[src/rtl/period_meter.sv]
// Measures period and high time of a slow square wave in clk cycles.
// Single-shot or back-to-back operation, with a timeout when no edge arrives.
module period_meter #(
  parameter int          WIDTH   = 32,
  parameter int unsigned TIMEOUT = 200_000_000
) (
  input  logic             clk,
  input  logic             rst,
  input  logic             sig_in,
  input  logic             start,
  input  logic             cont,
  output logic             busy,
  output logic             valid,
  output logic             timeout,
  output logic [WIDTH-1:0] period,
  output logic [WIDTH-1:0] high_time
);

  typedef enum logic [1:0] {
    ST_IDLE,
    ST_ARM,
    ST_MEASURE
  } state_t;

  localparam logic [WIDTH-1:0] LP_CNT_LAST = WIDTH'(TIMEOUT - 1);
  localparam logic [WIDTH-1:0] LP_ONE      = WIDTH'(1);

  logic             r_s1;
  logic             r_s2;
  logic             r_s3;
  state_t           r_state;
  logic [WIDTH-1:0] r_cnt;
  logic [WIDTH-1:0] r_high_cnt;
  logic             r_busy;
  logic             r_valid;
  logic             r_timeout;
  logic [WIDTH-1:0] r_period;
  logic [WIDTH-1:0] r_high_time;

  logic             w_rise;
  logic             w_fall;
  logic             w_cnt_last;
  logic [WIDTH-1:0] w_cnt_inc;

  // NOTE: synchronizer flops carry no reset; they only ever hold sampled pin
  // data, and the reset hold time flushes them before the FSM looks at them.
  always_ff @(posedge clk) begin
    r_s1 <= sig_in;
    r_s2 <= r_s1;
    r_s3 <= r_s2;
  end

  assign w_rise     = r_s2 & ~r_s3;
  assign w_fall     = ~r_s2 & r_s3;
  assign w_cnt_last = (r_cnt == LP_CNT_LAST);
  assign w_cnt_inc  = r_cnt + LP_ONE;

  // NOTE: all state updates use non-blocking assignments so every register
  // sees the pre-edge value of every other register, matching real flops.
  always_ff @(posedge clk) begin
    if (rst) begin
      r_state     <= ST_IDLE;
      r_cnt       <= '0;
      r_high_cnt  <= '0;
      r_busy      <= 1'b0;
      r_valid     <= 1'b0;
      r_timeout   <= 1'b0;
      r_period    <= '0;
      r_high_time <= '0;
    end else begin
      r_valid <= 1'b0;
      unique case (r_state)
        ST_IDLE: begin
          if (start) begin
            r_state <= ST_ARM;
            r_cnt   <= '0;
            r_busy  <= 1'b1;
          end
        end

        ST_ARM: begin
          if (w_rise) begin
            r_state <= ST_MEASURE;
            r_cnt   <= '0;
          end else if (w_cnt_last) begin
            r_state     <= ST_IDLE;
            r_busy      <= 1'b0;
            r_valid     <= 1'b1;
            r_timeout   <= 1'b1;
            r_period    <= '0;
            r_high_time <= '0;
          end else begin
            r_cnt <= w_cnt_inc;
          end
        end

        ST_MEASURE: begin
          r_cnt <= w_cnt_inc;
          if (w_fall) begin
            r_high_cnt <= w_cnt_inc;
          end
          // A rise on the last counted cycle still completes the measurement.
          if (w_rise) begin
            r_period    <= w_cnt_inc;
            r_high_time <= r_high_cnt;
            r_valid     <= 1'b1;
            r_timeout   <= 1'b0;
            if (cont) begin
              r_cnt <= '0;
            end else begin
              r_state <= ST_IDLE;
              r_busy  <= 1'b0;
            end
          end else if (w_cnt_last) begin
            r_state     <= ST_IDLE;
            r_busy      <= 1'b0;
            r_valid     <= 1'b1;
            r_timeout   <= 1'b1;
            r_period    <= '0;
            r_high_time <= '0;
          end
        end

        default: begin
          r_state <= ST_IDLE;
          r_busy  <= 1'b0;
        end
      endcase
    end
  end

  assign busy      = r_busy;
  assign valid     = r_valid;
  assign timeout   = r_timeout;
  assign period    = r_period;
  assign high_time = r_high_time;

endmodule
[config.mk]
export PLATFORM = sky130hd
export DESIGN_NAME = period_meter
export DESIGN_NICKNAME = d
export VERILOG_FILES = /design/src/rtl/period_meter.sv
export SDC_FILE = /design/constraint.sdc
export NUM_CORES = 1
export LEC_CHECK = 0
export BUFFER_PORTS_ARGS = -buffer_cell sky130_fd_sc_hd__buf_4
export CAP_MARGIN = 20
export CORE_MARGIN = 2
export CORE_UTILIZATION = 62
export DETAILED_ROUTE_END_ITERATION = 8
export GPL_ROUTABILITY_DRIVEN = 0
export HOLD_SLACK_MARGIN = 0.05
export PLACE_DENSITY_LB_ADDON = 0.2
export SLEW_MARGIN = 20
export SYNTH_ARGS = -nofsm -noshare
export SYNTH_HDL_FRONTEND = slang
export SYNTH_SLANG_ARGS = --single-unit
[constraint.sdc]
create_clock -name clk -period 4.2 [get_ports clk]
set_clock_uncertainty 0.1 [all_clocks]
set_input_delay 0.63 -clock clk [delete_from_list [all_inputs] [get_ports clk]]
set_output_delay 0.63 -clock clk [all_outputs]
set_load 0.01 [all_outputs]
=== Word-level counts from Yosys, hierarchy flattened ===
Index checks and enable logic that the tools add are counted.

* $add $sub $neg: 1
* Multipliers: 0
* Div/mod/pow operators: 0
* Order comparisons: 0
* Equality and inequality tests: 7
* Shift-type cells: 0
* Multiplexer cells: 34
* Bitwise logic cells: 4
* Reduce and logical (&&, ||, !) cells: 8

{| class="wikitable"
|+ Operators with widths
! kind !! count
|-
| $mux 32 || 11
|-
| $pmux 32 s2 || 2
|-
| $pmux 32 s3 || 1
|-
| $add 32x1->32 const B || 1
|-
| $eq 32x28->1 const B || 1
|-
| $mux 1 || 11
|-
| $mux 2 || 5
|-
| $ne 3x3->1 const B || 2
|-
| $pmux 2 s3 || 1
|-
| $reduce_and 2->1 || 3
|-
| $reduce_and 3->1 || 2
|-
| $ne 2x2->1 const B || 2
|-
| $pmux 1 s2 || 2
|-
| $pmux 1 s3 || 1
|-
| $reduce_bool 3->1 || 1
|-
| $and 1x1->1 || 2
|-
| $eq 2x1->1 const B || 1
|-
| $eq 2x2->1 const B || 1
|-
| $logic_not 2->1 || 1
|-
| $not 1->1 || 2
|-
| $reduce_bool 2->1 || 1
|}

* Register bits after elaboration: 136
* Bits in latches: 0
* RAM bits: 0
* Bits in read-only memories: 0
* Output and inout bits: 67
* Memories: 0

=== Logic depth before layout (Yosys ltp) ===
Gate-level depths: netlist (run 1).

* Depth in word-level cells: 4
* Depth in mapped cells: 9
* Mapped depth without buffers: 7

=== Worst setup path after synthesis (run 1) ===
Ideal clock, no wire load.

* Path kind: register -> register
* Start point: register r_cnt[0]
* End point: register r_high_cnt[24]
* Setup time: 0.086 ns
* Data arrival time: 2.348 ns
* Required time: 4.014 ns
* Slack: 1.666 ns
* Stages on the path, launching flop included: 8
* Path buffers: 1
* Cells stage by stage: dfxtp_1 > ha_1 > nand2_1 > or4_4 > buf_6 > or4_4 > xnor2_2 > a211oi_1

* Longest elaborated chain between the ends: 1

{| class="wikitable"
|+ RTL lines
! element !! line !! text
|-
| start: declaration || 32 || <nowiki>logic [WIDTH-1:0] r_cnt;</nowiki>
|-
| start signal: assignment || 93 || <nowiki>r_cnt <= w_cnt_inc;</nowiki>
|-
| start signal: assignment || 98 || <nowiki>r_cnt <= w_cnt_inc;</nowiki>
|-
| $add 32x1->32 || 56 || <nowiki>assign w_cnt_inc = r_cnt + LP_ONE;</nowiki>
|-
| end signal: assignment || 100 || <nowiki>r_high_cnt <= w_cnt_inc;</nowiki>
|-
| end: declaration || 33 || <nowiki>logic [WIDTH-1:0] r_high_cnt;</nowiki>
|}

No other way between the ends.
A chain may end at the register's enable or synchronous reset.

=== Worst setup path after layout (run 1) ===
* Start point: register r_cnt[0]
* End point: register r_cnt[26]

* Longest elaborated chain between the ends: 4
* Elaborated cells on any way between the ends: 9
* Classes of those cells: 1 x add/sub; 2 x eq/ne; 5 x mux; 1 x reduce/logical

{| class="wikitable"
|+ RTL lines
! element !! line !! text
|-
| $add 32x1->32 || 56 ||
|-
| $mux 32, on equally long branches || 108, 85 ||
|-
| $mux 32, on equally long branches || 103, 82 ||
|-
| $pmux 32 s3 || 72 || <nowiki>unique case (r_state)</nowiki>
|}

Parallel ways exist; a longest one is shown, timed or not. The select of a mux whose other input is x is not followed.

==> results.md, run 1 <==
* Worst-path cell chain: ha_1, nand2_1, or4_4, nor4_4, buf_4, a211oi_1, o32ai_1
* Hold path endpoint: r_s1$_DFF_P_
* Fin nets at 635
* RSZ-0062 raised after global routing: no
* Remaining DRCs at 0
* First-pass GRT wire length at 22500 um
* Crit share post-route at 70.7%
* Final ANT Viol Nets at 0
* # setup viols final at 0
* Worst Tran Pin Value at 928 ps
* Syn nets at 584
* IO Port Bufs at 71
* Setup slack, reg-to-reg at 1230 ps
* Yosys top cell area share at 48.1%
* Initial Util at 64.3%
* Number of vias per cell at 6.56
* Synthesized cell area at 5660 um^2
* DIE HEIGHT at 99.5 um
* CTS root buf: clkbuf_8
* FF-to-FF Start: r_cnt[0]$_SDFFE_PP0P_
* Period minus WS final at 2970 ps
* Area occupied by multi-input gates at 2670 um^2
* Max Cap Viol at 0
* Register area share after synthesis at 48.1%
* Pleak at 2.42 nW
* N_diodes at 0
* WL final at 14400 um
* Via count at 4896
* Critical Path RT at 4520 ps
* Ratio of total power to cell area at 427 nW/um^2
* FMAX at 337 MHz
* Reg area at 2720 um^2
* Predominant post-synthesis flop cell: dfxtp_1
* Post-CTS Resized at 0
* Reg2reg path depth at 7
* # Post-CTS Setup Buffers at 0
* Num CTS Buffers at 17
* Skew-Pair Late Insertion Delay at 520 ps
* Overflow after GRT at 0
* Mapped Cells at 574
* WP buf/inv at 1
* Area contributors post-synth: dfxtp_1 (48%), a22o_1 (5.1%), o2bb2ai_1 (4.6%)
* Placed Instances at 714
* Slowest Stage Delay on Critical Path at 670 ps
* RR Endpoint: r_cnt[26]$_SDFFE_PP0P_
* Die Wd at 99.5 um
* CTS tree: built
* Post-synth EDFFs at 0
* CP arrival at 3290 ps
* Fillers at 568
* Cts hold-fix bufs at 0
* Detailed Place HPWL at 9510 um
* H-tree levels at 4
* Max Transition Viols Final at 0
* Core Area at 8810 um^2
* All-Layer GR Usage at 28.6%
* Yosys cell types at 58
* # IOs at 72
* Largest area contributor in the netlist: dfxtp_1
* CP delay by family, top: simple AND/OR/NAND/NOR gates
* CP max FO at 26
* WHS Path Cells at 1
* Most common cell after layout, fill and taps aside: dfxtp_1
* Kind of critical path: reg2reg
* Synthesized flop and latch total at 136
* Routed len/inst at 19.3 um
* Max stage delay cell, worst path: or4_4
* Initial antenna violation count at 0
* Final Non-Filler Cells at 746
* CTS max path bufs at 2
* Reg clk slew, reported paths at 70 ps
* Worst relative slew slack at 37.3%
* Syn_area_per_cell at 9.86 um^2
* WHS at 111 ps
* CP startpoint kind: register
* Status: complete, no violations
* Setup TNS at 0 ps
* Die area at 9910 um^2
* Std cell rows at 34
* Post-synth ARST share at 0%
* Setup crit end kind: register
* Vias in the first global route at 4408
* Area delta synth->final at 19.4%
* 1st-iter DRT viols at 432
* Most frequent cells in the layout: dfxtp_1 (136), buf_4 (78), nor2_1 (47)
* Hold Violations, Final at 0
* VDD IR-drop max at 0.000289 V
* Share of cells above drive strength 1 at 20.7%
* Largest net degree at the start of global routing at 69
* Pwr Total at 0.00288 W
* Hold Path Class: in2reg
* First drt pass iteration count at 5
* Clk sink count at 136
* Yosys Warn Count at 0
* HP Start: sig_in
* Final Core Density at 76.7%
report_power, final:
part | internal, W | switching [W] | leakage (nW) | total (W)
clock | 0.000765 | 0.000642 | 0.283 | 0.00141
combinational | 0.0000442 | 0.000121 | 1.04 | 0.000166
sequential | 0.00130 | 0.00000968 | 1.10 | 0.00131
total | 0.00211 | 0.000773 | 2.42 | 0.00288
flip-flops by register name (all words and copies together), names as in the netlist:
name	flops
r_s1	1
high_time	32
period	32
r_high_cnt	32
r_state	2
r_s2	1
r_s3	1
timeout	1
busy	1
valid	1
r_cnt	32
synthesized netlist by cell type, types with 3 or more instances:
library cell	n
a211oi_1	31
a21oi_1	20
a22o_1	33
and2_1	4
and3_1	4
and4_1	4
buf_2	9
clkbuf_1	33
dfxtp_1	136
ha_1	5
inv_1	19
mux2i_1	3
nand2_1	27
nand3_1	11
nand4_1	14
nor2_1	48
nor2b_1	3
nor3_1	6
nor4_1	6
nor4_2	4
nor4b_1	3
o211ai_1	6
o21ai_1	6
o2bb2ai_1	30
o311ai_1	10
o31ai_1	9
o32ai_1	8
o41ai_1	7
or2_2	3
or3_1	4
or4_1	5
or4_4	3
xnor2_1	19
xor2_1	9
cell families after synthesis:
group | synth area share, %
DFF | 48.1
xor gates and xnor gates | 4.62
adders and majority gates | 1.11
muxes | 0.531
buffers and inverters | 4.91
AOI/OAI and AO/OA | 23.8
and+or+nand+nor | 16.9
how the worst max path moves through the flow:
stage / to / start / cells past startpoint
2_1_floorplan: r_high_cnt[24]$_SDFFE_PP0P_ / r_cnt[0]$_SDFFE_PP0P_ / 7
3_3_place_gp: r_cnt[13]$_SDFFE_PP0P_ / r_cnt[0]$_SDFFE_PP0P_ / 7
3_5_place_dp: r_cnt[26]$_SDFFE_PP0P_ / r_cnt[0]$_SDFFE_PP0P_ / 7
4_1_cts: r_high_cnt[24]$_SDFFE_PP0P_ / r_cnt[0]$_SDFFE_PP0P_ / 6
5_1_grt: r_cnt[26]$_SDFFE_PP0P_ / r_cnt[0]$_SDFFE_PP0P_ / 7
6_report: r_cnt[26]$_SDFFE_PP0P_ / r_cnt[0]$_SDFFE_PP0P_ / 7
layer usage:
layer	up-vias	wire length [um]	GRT usage, %
met4	0	193	7.80
met5	-	0	0
li1	2292	-	-
met1	2356	6350	39.6
met2	224	6690	44.5
met3	24	1140	7.66
cell type report:
type,instances,share of cell area (%)
multi-input cells,373,39.5
clock inverters,15,2.30
flip-flops and latches,136,40.3
repair buffers,78,8.67
well taps,108,2.00
inverters,19,1.06
clock buffers,17,6.13
metrics by stage:
stage / cell area [um^2] / setup WS (ps)
after global routing: 6760 / 1080
after floorplan: 5660 / 1670
after detailed placement: 6190 / 1400
after CTS: 6760 / 1300
after global placement: 6190 / 1470
final: 6760 / 1230
Power figures use the tool's default switching activity.
==> run 2, diff against run 1 <==
- CORE_UTILIZATION: 62 -> 57
- clock period: 4.2 -> 3 ns (I/O delays scaled with it)
==> results.md, run 2 (synthesis gave the netlist of run 1 again) <==
* Initial Util at 58.4% (was 64.3%)
* Area delta synth->final at 21.9% (was 19.4%)
* Crit share post-route at 92.2% (was 70.7%)
* All-Layer GR Usage at 28.1% (was 28.6%)
* VDD IR-drop max at 0.000329 V (was 0.000289 V)
* Worst relative slew slack at 47.2% (was 37.3%)
* Detailed Place HPWL at 10100 um (was 9510 um)
* Met2 Wirelength at 6750 um (was 6690 um)
* Overflow after GRT at 0 (unchanged)
* # Post-CTS Setup Buffers at 0 (unchanged)
* Setup TNS at 0 ps (unchanged)
* FMAX at 361 MHz (was 337 MHz)
* N_diodes at 0 (unchanged)
* Fillers at 718 (was 568)
* Max Transition Viols Final at 0 (unchanged)
* CTS tree: built (unchanged)
* Die area at 10700 um^2 (was 9910 um^2)
* CP arrival at 3080 ps (was 3290 ps)
* Status: complete, no violations (unchanged)
* CP startpoint kind: register (unchanged)
* Final Non-Filler Cells at 778 (was 746)
* Fin nets at 643 (was 635)
* Setup crit end kind: register (unchanged)
* Die Wd at 104 um (was 99.5 um)
* CP max FO at 46 (was 26)
* Max stage delay cell, worst path: or4_4 (unchanged)
* DR top layer: met4 (unchanged)
* Hold Violations, Final at 0 (unchanged)
* Worst Tran Pin Value at 789 ps (was 928 ps)
* Clk sink count at 136 (unchanged)
* Worst-path cell chain: ha_1, nand2_1, or4_4, nor4_4, nor3_4, buf_12, a22o_1 (was ha_1, nand2_1, or4_4, nor4_4, buf_4, a211oi_1, o32ai_1)
* Std cell rows at 36 (was 34)
* Number of vias per cell at 6.30 (was 6.56)
* Critical Path RT at 3310 ps (was 4520 ps)
* 1st-iter DRT viols at 464 (was 432)
* DIE HEIGHT at 104 um (was 99.5 um)
* CTS max path bufs at 2 (unchanged)
* Placed Instances at 746 (was 714)
* Pleak at 2.48 nW (was 2.42 nW)
* Core Area at 9680 um^2 (was 8810 um^2)
* DRT met1 WL at 6570 um (was 6350 um)
* CTS root buf: clkbuf_8 (unchanged)
* Largest net degree at the start of global routing at 61 (was 69)
* Share of cells above drive strength 1 at 21.2% (was 20.7%)
* Skew-Pair Late Insertion Delay at 520 ps (about the same)
* Vias in the first global route at 4665 (was 4408)
* Most common cell after layout, fill and taps aside: dfxtp_1 (unchanged)
* H-tree levels at 4 (unchanged)
* Most frequent cells in the layout: dfxtp_1 (136), buf_4 (84), nor2_1 (47) (was dfxtp_1 (136), buf_4 (78), nor2_1 (47))
* Final ANT Viol Nets at 0 (unchanged)
* Remaining DRCs at 0 (unchanged)
* Kind of critical path: reg2reg (unchanged)
* Ratio of total power to cell area at 609 nW/um^2 (was 427 nW/um^2)
* WL final at 14800 um (was 14400 um)
* Met3 WL at 1130 um (was 1140 um)
* Slowest Stage Delay on Critical Path at 650 ps (was 670 ps)
* CP delay by family, top: simple AND/OR/NAND/NOR gates (unchanged)
* WP buf/inv at 1 (unchanged)
* Reg clk slew, reported paths at 60 ps (was 70 ps)
* Initial antenna violation count at 0 (unchanged)
* Hold Path Class: in2reg (unchanged)
* RSZ-0062 raised after global routing: no (unchanged)
* Period minus WS final at 2770 ps (was 2970 ps)
* # setup viols final at 0 (unchanged)
* IO Port Bufs at 71 (unchanged)
* # IOs at 72 (unchanged)
* Routed len/inst at 19.0 um (was 19.3 um)
* First drt pass iteration count at 5 (unchanged)
* Max Cap Viol at 0 (unchanged)
* First-pass GRT wire length at 24300 um (was 22500 um)
* Num CTS Buffers at 17 (unchanged)
* Via count at 4900 (was 4896)
run 2: cell types whose count changed in the layout (fill, tap and decap cells not counted), sizes merged:
cell	before	now
clkinv	5	2
clkinvlp	0	2
buf	78	85
bufinv	0	3
dlygate4sd3	0	1
inv	29	22
clkbuf	17	21
run 2: routing by layer:
metal  vias to the layer above  GRT usage [%]
met4                         0           11.0
li1                       2302              -
met3                        29           7.43
met1                      2347           39.3
met5                         -              0
met2                       222           41.4
run 2: metrics by stage:
stage	worst slack, ps	utilization [%]	hold slack, ps	area (um^2)	total power, W
2_1_floorplan	466	-	210	5660	0.00204
3_3_place_gp	357	64.9	209	6280	0.00211
3_5_place_dp	255	64.9	222	6280	0.00212
4_1_cts	195	71.2	165	6890	0.00420
5_1_grt	35.6	71.2	198	6900	0.00433
6_report	233	71.2	187	6900	0.00420
run 2: final cells by class:
class	instances	area (um^2)	area share, %
Clock inverter	10	141	2.05
Sequential cell	136	2720	39.5
Timing Repair Buffer	86	661	9.58
Multi-Input combinational cell	373	2680	38.8
Clock buffer	21	459	6.66
Tap cell	133	166	2.41
Inverter	19	71.3	1.03
run 2: path summary, 6_finish.rpt:
check / from / endpoint / slack (ps) / cells after the start
worst min-delay path: rst / r_high_cnt[0]$_SDFFE_PP0P_ / 190 / 2
worst max register to register: r_cnt[0]$_SDFFE_PP0P_ / high_time[1]$_SDFFE_PP0P_ / 230 / 7
worst max-delay path: r_cnt[0]$_SDFFE_PP0P_ / high_time[1]$_SDFFE_PP0P_ / 230 / 7
worst min register to register: r_s1$_DFF_P_ / r_s2$_DFF_P_ / 230 / 0
run 2: timing repair:
item,in CTS,in global routing
hold buffers,1,0
resized for setup,0,0
endpoints found under the hold margin,1,0
run 2: report_power, final:
group          internal (W)  total (W)  switching (W)  leakage (nW)
sequential          0.00182    0.00184      0.0000137          1.10
clock               0.00133    0.00211       0.000780         0.291
combinational     0.0000701   0.000251       0.000181          1.09
total               0.00322    0.00420       0.000975          2.48
==> run 3, diff against run 2 <==
- CORE_ASPECT_RATIO: default -> 0.75
- CORE_UTILIZATION: 57 -> 55
==> results.md, run 3 (synthesis gave the netlist of run 1 again) <==
* Status: complete, no violations (unchanged)
* Reg clk slew, reported paths at 60 ps (about the same)
* Number of vias per cell at 6.19 (was 6.30)
* Fin nets at 644 (was 643)
* First-pass GRT wire length at 23200 um (was 24300 um)
* DIE HEIGHT at 91.8 um (was 104 um)
* Clk network pwr share at 50.4% (was 50.3%)
* Skew-Pair Late Insertion Delay at 420 ps (was 520 ps)
* Initial antenna violation count at 0 (unchanged)
* IO Port Bufs at 71 (unchanged)
* All-Layer GR Usage at 26.4% (was 28.1%)
* Post-CTS Resized at 0 (unchanged)
* Slowest Stage Delay on Critical Path at 670 ps (was 650 ps)
* Detailed Place HPWL at 9280 um (was 10100 um)
* Worst-path cell chain: ha_1, nand2_1, or4_4, or4_4, nand3_2, o31ai_1 (was ha_1, nand2_1, or4_4, nor4_4, nor3_4, buf_12, a22o_1)
* Setup TNS at 0 ps (unchanged)
* CP arrival at 2940 ps (was 3080 ps)
* RSZ-0062 raised after global routing: no (unchanged)
* Max Cap Viol at 0 (unchanged)
* Period minus WS final at 2760 ps (was 2770 ps)
* Max Transition Viols Final at 0 (unchanged)
* Crit path top cell by count: or4_4
* CTS tree: built (unchanged)
* Core Area at 10100 um^2 (was 9680 um^2)
* Die area at 11100 um^2 (was 10700 um^2)
* Largest net degree at the start of global routing at 40 (was 61)
* Combinational fraction of design power at 5.9% (was 6.0%)
* N_diodes at 0 (unchanged)
* CTS max path bufs at 2 (unchanged)
* Pleak at 2.48 nW (about the same)
* VDD IR-drop max at 0.000483 V (was 0.000329 V)
* Share of cells above drive strength 1 at 21.5% (was 21.2%)
* Area delta synth->final at 22.0% (was 21.9%)
* Initial Util at 55.9% (was 58.4%)
* Hold Violations, Final at 0 (unchanged)
* Std cell rows at 32 (was 36)
* Critical Path RT at 3180 ps (was 3310 ps)
* Setup crit end kind: register (unchanged)
* CP max FO at 13 (was 46)
* H-tree levels at 4 (unchanged)
* WHS at 226 ps (was 187 ps)
* Ratio of total power to cell area at 608 nW/um^2 (was 609 nW/um^2)
* FMAX at 362 MHz (was 361 MHz)
* Via count at 4837 (was 4900)
* 1st-iter DRT viols at 588 (was 464)
* Kind of critical path: reg2reg (unchanged)
* Most frequent cells in the layout: dfxtp_1 (136), buf_4 (85), nor2_1 (47) (was dfxtp_1 (136), buf_4 (84), nor2_1 (47))
* Sw Share at 24.0% (was 23.2%)
* Power share of the sequential group at 43.7% (about the same)
* Worst Tran Pin Value at 625 ps (was 789 ps)
* Routed len/inst at 18.3 um (was 19.0 um)
* Switching pwr at 0.00101 W (was 0.000975 W)
* Setup slack, reg-to-reg at 240 ps (was 230 ps)
* Remaining DRCs at 0 (unchanged)
* CP startpoint kind: register (unchanged)
* Vias in the first global route at 4411 (was 4665)
* Internal at 0.00319 W (was 0.00322 W)
* First drt pass iteration count at 7 (was 5)
* Overflow after GRT at 0 (unchanged)
* CTS root buf: clkbuf_16 (was clkbuf_8)
* WL final at 14300 um (was 14800 um)
* Most common cell after layout, fill and taps aside: dfxtp_1 (unchanged)
* Num CTS Buffers at 17 (unchanged)
* Hold Path Class: reg2reg (was in2reg)
* Clk sink count at 136 (unchanged)
* Worst relative slew slack at 58.0% (was 47.2%)
* Max stage delay cell, worst path: or4_4 (unchanged)
* Die Wd at 121 um (was 104 um)
* # setup viols final at 0 (unchanged)
* Final ANT Viol Nets at 0 (unchanged)
* Crit share post-route at 92.0% (was 92.2%)
* # IOs at 72 (unchanged)
* # Post-CTS Setup Buffers at 0 (unchanged)
* Cts hold-fix bufs at 1 (unchanged)
[run 3: changes by cell type in the layout (fill, tap and decap cells not counted)]
| cell | change |
|---|---|
| buf_4 | +1 |
| bufinv_16 | -1 |
| clkbuf_1 | -1 |
| clkbuf_16 | +1 |
| clkbuf_8 | -1 |
| clkinv_2 | -1 |
| clkinv_4 | +2 |
| clkinvlp_4 | -1 |
| inv_6 | +2 |
| nor3_2 | +1 |
| nor3_4 | -1 |
[run 3: power groups by stage]
| stage | logic, W | clock network [W] | registers (W) |
|---|---|---|---|
| after CTS | 0.000243 | 0.00213 | 0.00183 |
| after floorplan | 0.000171 | 0 | 0.00187 |
| final | 0.000249 | 0.00212 | 0.00183 |
| after detailed placement | 0.000241 | 0 | 0.00187 |
| after global placement | 0.000234 | 0 | 0.00187 |
| after global routing | 0.000271 | 0.00221 | 0.00184 |
[run 3: final timing paths]
check / start / cells past startpoint / endpoint
worst max-delay path: r_cnt[0]$_SDFFE_PP0P_ / 6 / r_cnt[6]$_SDFFE_PP0P_
worst min-delay path: r_s1$_DFF_P_ / 0 / r_s2$_DFF_P_
worst max register to register: r_cnt[0]$_SDFFE_PP0P_ / 6 / r_cnt[6]$_SDFFE_PP0P_
worst min register to register: r_s1$_DFF_P_ / 0 / r_s2$_DFF_P_
[run 3: area by class of cell]
cell class                 count  area, um^2
fill                         777        3230
clock inverter                11         134
multi-input combinational    373        2670
sequential                   136        2720
inverter                      19        71.3
tap                          136         170
timing repair buffer          87         668
clock buffer                  20         467
[run 3: routing by layer]
metal	vias up	global-route usage (%)	part of all wire, %
met2	227	37.1	43
met3	23	6.72	8.2
met4	0	11.8	1.9
met5	-	0	0
li1	2305	-	-
met1	2282	38.0	47
[run 3: worst max-delay path, delay by kind of cell (launching register included)]
kind                     cells  cell delay, ps
AND/OR/NAND/NOR              4            1640
flip-flops                   1             440
adder cells (fa/ha/maj)      1             310
AO/OA/AOI/OAI                1             130
[run 3: metrics by stage]
| step | area, um^2 | total power (W) | instances | util [%] | setup WS (ps) |
|---|---|---|---|---|---|
| finish | 6900 | 0.00420 | 782 | 68.2 | 240 |
| floorplan | 5660 | 0.00204 | 574 | - | 466 |
| CTS | 6900 | 0.00421 | 782 | 68.2 | 274 |
| detailed placement | 6290 | 0.00211 | 750 | 62.1 | 292 |
| global placement | 6290 | 0.00211 | 750 | 62.1 | 399 |
| global route | 6900 | 0.00432 | 782 | 68.2 | 112 |
